**config.mk**
```make
export PLATFORM = sky130hd
export DESIGN_NAME = bcd_scan_counter
export DESIGN_NICKNAME = d
export VERILOG_FILES = /design/src/rtl/bcd_scan_counter.sv
export SDC_FILE = /design/constraint.sdc
export NUM_CORES = 1
export LEC_CHECK = 0
export ABC_AREA = 1
export CAP_MARGIN = 20
export CORE_ASPECT_RATIO = 0.7
export CORE_MARGIN = 3
export CORE_UTILIZATION = 30
export DETAILED_ROUTE_END_ITERATION = 10
export SYNTH_ARGS = -nofsm -noshare
export SYNTH_HDL_FRONTEND = slang
export SYNTH_SLANG_ARGS = --single-unit
```
**constraint.sdc**
```tcl
create_clock -name clk -period 1.9 [get_ports clk]
set_clock_uncertainty 0.15 [all_clocks]
set_input_delay 0.19 -clock clk [delete_from_list [all_inputs] [get_ports clk]]
set_output_delay 0.19 -clock clk [all_outputs]
set_load 0.05 [all_outputs]
```
**src/rtl/bcd_scan_counter.sv**
```systemverilog
`default_nettype none
// ============================================================================
//  Module      : bcd_scan_counter
//  Description : N-digit cascaded BCD up/down counter with clear, load and
//                wrap-or-saturate limits, plus a time-multiplexed seven-
//                segment scan driver (active-low anodes and cathodes).
//                Optional feature macro: BCD_SCAN_LEADING_BLANK_EN
//                (blanks digits above the most significant non-zero digit).
//  Revision    : 1.0 - initial release
// ============================================================================
module bcd_scan_counter #(
    parameter int DIGITS   = 2,
    parameter int SCAN_DIV = 10000,
    parameter int WRAP     = 1
) (
    input  logic                  clk,
    input  logic                  reset,
    input  logic                  tick,
    input  logic                  enable,
    input  logic                  up,
    input  logic                  clear,
    input  logic                  load,
    input  logic [4*DIGITS-1:0]   load_value,
    output logic [4*DIGITS-1:0]   count,
    output logic                  terminal,
    output logic [DIGITS-1:0]     anodes,
    output logic [6:0]            cathodes
);

    localparam int                     c_IDX_W     = (DIGITS > 1) ? $clog2(DIGITS) : 1;
    localparam int                     c_SCAN_W    = $clog2(SCAN_DIV);
    localparam logic [c_SCAN_W-1:0]    c_SCAN_LAST = c_SCAN_W'(SCAN_DIV - 1);
    localparam logic [c_IDX_W-1:0]     c_IDX_LAST  = c_IDX_W'(DIGITS - 1);
    localparam logic [6:0]             c_BLANK     = 7'b1111111;

    logic [4*DIGITS-1:0] r_count;
    logic                r_terminal;
    logic [c_SCAN_W-1:0] r_scan_cnt;
    logic [c_IDX_W-1:0]  r_digit_idx;
    logic [DIGITS-1:0]   r_anodes;
    logic [6:0]          r_cathodes;

    logic [4*DIGITS-1:0] w_inc;
    logic [4*DIGITS-1:0] w_dec;
    logic                w_carry_up;
    logic                w_carry_dn;
    logic [4*DIGITS-1:0] w_load_clamped;
    logic [3:0]          w_sel_digit;
    logic [DIGITS-1:0]   w_anodes_next;
    logic                w_blank;

    // Active-low {g,f,e,d,c,b,a} pattern for one BCD digit
    function automatic logic [6:0] seg_decode(input logic [3:0] digit);
        case (digit)
            4'd0:    seg_decode = 7'b1000000;
            4'd1:    seg_decode = 7'b1111001;
            4'd2:    seg_decode = 7'b0100100;
            4'd3:    seg_decode = 7'b0110000;
            4'd4:    seg_decode = 7'b0011001;
            4'd5:    seg_decode = 7'b0010010;
            4'd6:    seg_decode = 7'b0000010;
            4'd7:    seg_decode = 7'b1111000;
            4'd8:    seg_decode = 7'b0000000;
            4'd9:    seg_decode = 7'b0010000;
            default: seg_decode = c_BLANK;
        endcase
    endfunction

    // Preset nibbles above 9 are forced to 9 so the counter never holds non-BCD
    generate
        for (genvar i = 0; i < DIGITS; i++) begin : g_clamp
            assign w_load_clamped[4*i +: 4] =
                (load_value[4*i +: 4] > 4'd9) ? 4'd9 : load_value[4*i +: 4];
        end
    endgenerate

    // Ripple the +1 / -1 carry through the digits; a carry out of the top marks a limit
    always_comb begin
        w_inc      = r_count;
        w_dec      = r_count;
        w_carry_up = 1'b1;
        w_carry_dn = 1'b1;
        for (int i = 0; i < DIGITS; i++) begin
            if (w_carry_up) begin
                if (r_count[4*i +: 4] == 4'd9) begin
                    w_inc[4*i +: 4] = 4'd0;
                end else begin
                    w_inc[4*i +: 4] = r_count[4*i +: 4] + 4'd1;
                    w_carry_up      = 1'b0;
                end
            end
            if (w_carry_dn) begin
                if (r_count[4*i +: 4] == 4'd0) begin
                    w_dec[4*i +: 4] = 4'd9;
                end else begin
                    w_dec[4*i +: 4] = r_count[4*i +: 4] - 4'd1;
                    w_carry_dn      = 1'b0;
                end
            end
        end
    end

    // Counter update: clear > load > qualified tick > hold; terminal flags limit hits
    always_ff @(posedge clk or negedge reset) begin
        if (!reset) begin
            r_count    <= '0;
            r_terminal <= 1'b0;
        end else begin
            r_terminal <= 1'b0;
            if (clear) begin
                r_count <= '0;
            end else if (load) begin
                r_count <= w_load_clamped;
            end else if (tick && enable) begin
                if (up) begin
                    r_terminal <= w_carry_up;
                    if (!(w_carry_up && (WRAP == 0))) begin
                        r_count <= w_inc;
                    end
                end else begin
                    r_terminal <= w_carry_dn;
                    if (!(w_carry_dn && (WRAP == 0))) begin
                        r_count <= w_dec;
                    end
                end
            end
        end
    end

    // Dwell counter and digit index; runs continuously regardless of enable
    always_ff @(posedge clk or negedge reset) begin
        if (!reset) begin
            r_scan_cnt  <= '0;
            r_digit_idx <= '0;
        end else if (r_scan_cnt == c_SCAN_LAST) begin
            r_scan_cnt  <= '0;
            r_digit_idx <= (r_digit_idx == c_IDX_LAST) ? '0 : r_digit_idx + c_IDX_W'(1);
        end else begin
            r_scan_cnt  <= r_scan_cnt + c_SCAN_W'(1);
        end
    end

    // Pick the nibble and the anode for the digit currently being scanned
    always_comb begin
        w_sel_digit   = 4'd0;
        w_anodes_next = '1;
        for (int i = 0; i < DIGITS; i++) begin
            if (r_digit_idx == c_IDX_W'(i)) begin
                w_sel_digit      = r_count[4*i +: 4];
                w_anodes_next[i] = 1'b0;
            end
        end
    end

`ifdef BCD_SCAN_LEADING_BLANK_EN
    // Blank a non-ones digit when it and every digit above it are zero
    always_comb begin
        w_blank = 1'b0;
        for (int i = 1; i < DIGITS; i++) begin
            if ((r_digit_idx == c_IDX_W'(i)) && ((r_count >> (4*i)) == '0)) begin
                w_blank = 1'b1;
            end
        end
    end
`else
    assign w_blank = 1'b0;
`endif

    // Anodes and cathodes registered together so they never tear
    always_ff @(posedge clk or negedge reset) begin
        if (!reset) begin
            r_anodes   <= '1;
            r_cathodes <= c_BLANK;
        end else begin
            r_anodes   <= w_anodes_next;
            r_cathodes <= w_blank ? c_BLANK : seg_decode(w_sel_digit);
        end
    end

    assign count    = r_count;
    assign terminal = r_terminal;
    assign anodes   = r_anodes;
    assign cathodes = r_cathodes;

endmodule
`default_nettype wire

```
==> metrics.yaml <==
grt:
  grt_max_degree: 34
  grt_usage_pct: 12.5
  grt_pass1_wl_mm: 8.47
  antenna_found_initial: 0
  grt.overflow.total: 0
  grt_pass1_vias: 1782
power:
  p_int_mw: 1.28
  clockPowerShare_pct: 27.0
  power_switching_mw: 0.727
  sw_frac_of_total_pct: 36.3
  max-vdd-ir-drop_mv: 0.303
  pwr-share-seq_pct: 40.9
  leakagePower_nw: 1.32
  comb_power_share_pct: 32.0
  power_mw: 2.01
  power_density_nw_per_um2: 757
route:
  antenna_left: 0
  drc: 0
  avgViaCountPerCell: 4.55
  dr.first_iter.drc_count: 135
  firstDrtPassIters: 4
  wl_per_cell_um: 11.4
  wl_mm: 4.88
  vias: 1954
critical_path:
  critPathLaunchType: "flop"
  reg2reg_from: "count[0]$_DFFE_PN0P_"
  crit_arrival_ns: 1.40
  cp_max_fo: 1
  path_cells: "clkdlybuf4s50_1"
  cp-end-kind: "output port"
  cpLargestDelayFamily: "buffers and inverters"
  crit_slowest_cell: "clkdlybuf4s50_1"
  worst-path-stages: 1
  crit_path_end: "terminal"
  cp_slowest_stage_delay_ns: 0.79
  reg2reg_depth: 7
  rrSetupSlack_ns: 0.20
  reg2reg_to: "count[1]$_DFFE_PN0P_"
  path_class: "flop to output port"
  critPathRequiredTime_ns: 1.56
  startpoint: "terminal$_DFF_PN0_"
  cp_num_buf_inv: 1
clocking:
  cts_tree: "done"
  numCtsBuffers: 5
  cts-root-buf: "clkbuf_8"
  clock-sinks: 33
  clock_tree.buffer_depth: 2
  cts_setup_buffers: 0
  path_clk_slew_ns: 0.08
  htree_levels: 2
  clk_latency_ns: 0.28
synthesis:
  synthCells: 293
  synth_seq_cells: 33
  synth_edf_count: 0
  synth_warnings: 0
  synth_top_area_share_pct: 27.9
  ys_top_cells_by_area: "dfrtp_1, nand2_1, dfstp_2"
  syn_avg_cell_area_um2: 7.35
  ys_async_sr_fraction_pct: 100
  synth_flop_cell: "dfrtp_1"
  ys_seq_area_share_pct: 38.9
  syn_area_um2: 2150
  synth_commonest_cells: "nand2_1, inv_1, nand3_1, nor2_1, dfrtp_1"
  synth_top_area_cell: "dfrtp_1"
  syn_nets: 320
  synth_cell_type_count: 27
  synth_most_common_cell: "nand2_1"
sta:
  slew_headroom_pct: 67.4
  fmax_ghz: 0.576
  postLayoutSetupSlackWorst_ns: 0.164
  setup_viol: 0
  hold_violations: 0
  min_period_ns: 1.74
  worst_slew_pin_slew_ns: 0.487
  period_share_pct: 91.4
  drv_slew: 0
  holdWs_ns: 0.150
  rsz0062_at_grt: "no"
  setup-tns-final_ns: 0
die:
  die_y_um: 76.9
  core-area_um2: 6850
  die_area_um2: 8250
  chipWidth_um: 107
  start_util_pct: 31.4
  boundaryPins: 33
  num_rows: 25
place:
  hpwl_mm: 3.81
  placed_area_um2: 2560
  pre_cts_slack_ns: 0.101
  place_congestion: 0.896
  portBuffers: 32
outcome:
  status: "complete, no violations"
finish:
  layout-drive-gt1-share_pct: 18.2
  nets: 361
  design_area_um2: 2650
  syn2layout_area_growth_pct: 23.1
  diodes: 0
run:
  maxCapViolCount: 0
hold_path:
  hold_class: "primary input to async pin"
-- flip-flops by register name, summed over array words and instances, names as in the netlist --
name	count
cathodes	7
count	8
r_digit_idx	1
terminal	1
anodes	2
r_scan_cnt	14
-- through the flow --
step	utilization [%]	cells
after global routing	38.7	429
final	38.7	429
after CTS	38.7	429
after detailed placement	37.4	421
after floorplan	-	293
after global placement	37.4	421
-- worst min path at each step --
stage | depth (start not counted) | slack [ns] | to
after floorplan | 0 | -0.26 | count[0]$_DFFE_PN0P_
after global placement | 2 | 0.34 | r_scan_cnt[12]$_DFF_PN0_
after detailed placement | 2 | 0.34 | r_scan_cnt[12]$_DFF_PN0_
after CTS | 2 | 0.17 | r_scan_cnt[5]$_DFF_PN0_
after global routing | 2 | 0.20 | r_scan_cnt[7]$_DFF_PN0_
final | 2 | 0.15 | r_scan_cnt[5]$_DFF_PN0_
-- placed cells by master, fill, tap and decap left out --
| master | count |
|---|---|
| clkdlybuf4s50_1 | 15 |
| nor2_2 | 4 |
| o21ai_0 | 14 |
| o21ai_4 | 2 |
| nand3_2 | 2 |
| nand4_1 | 5 |
| inv_2 | 4 |
| or2_2 | 1 |
| nor4_1 | 1 |
| nor3_2 | 1 |
| clkbuf_8 | 6 |
| nor3_1 | 3 |
| nor2_1 | 31 |
| o21bai_1 | 1 |
| nand3_1 | 32 |
| o21ai_2 | 3 |
| clkbuf_1 | 2 |
| dfrtp_2 | 2 |
| dfrtp_1 | 22 |
| xor2_1 | 7 |
| nand2_1 | 79 |
| ha_1 | 12 |
| inv_1 | 36 |
| buf_4 | 24 |
| nand2_2 | 2 |
| dfstp_2 | 9 |
| o21ai_1 | 7 |
| inv_4 | 1 |
| a21oi_1 | 7 |
-- power by group through the flow --
stage / sequential (mW) / clock [mW] / combinational [mW]
floorplan: 1.01 / 0 / 0.261
global placement: 0.834 / 0 / 0.637
detailed placement: 0.836 / 0 / 0.642
CTS: 0.823 / 0.559 / 0.644
global route: 0.829 / 0.598 / 0.703
finish: 0.821 / 0.542 / 0.642
-- repair_timing --
action | CTS | global route
resized for setup | 0 | 1
setup endpoints to repair | 0 | 2
hold buffers | 0 | 0
-- cell type report --
| class | count | area [um2] |
|---|---|---|
| fillers | 731 | 4200 |
| multi-input cells | 214 | 1120 |
| flip-flops and latches | 33 | 840 |
| repair buffers | 39 | 330 |
| inverters | 41 | 156 |
| well taps | 94 | 118 |
| clock buffers | 8 | 90.1 |
-- layer usage --
metal,vias to the layer above,track usage [%],routed length (um)
met3,2,2.78,285
met2,55,17.1,1960
met1,882,19.4,2600
met5,-,0,0
met4,0,3.19,29
li1,1015,-,-
-- kinds of logic (layout without fill, tap and decap cells) --
logic type,after synthesis,after routing,share of synthesized area [%]
XOR/XNOR,7,7,2.85
AND/OR/NAND/NOR,161,161,32.5
AO/OA/AOI/OAI,34,34,9.59
adder cells (fa/ha/maj),12,12,6.97
flip-flops,33,33,38.9
buffers and inverters,46,88,9.24
Note: power is estimated with default switching activity, not from simulation.
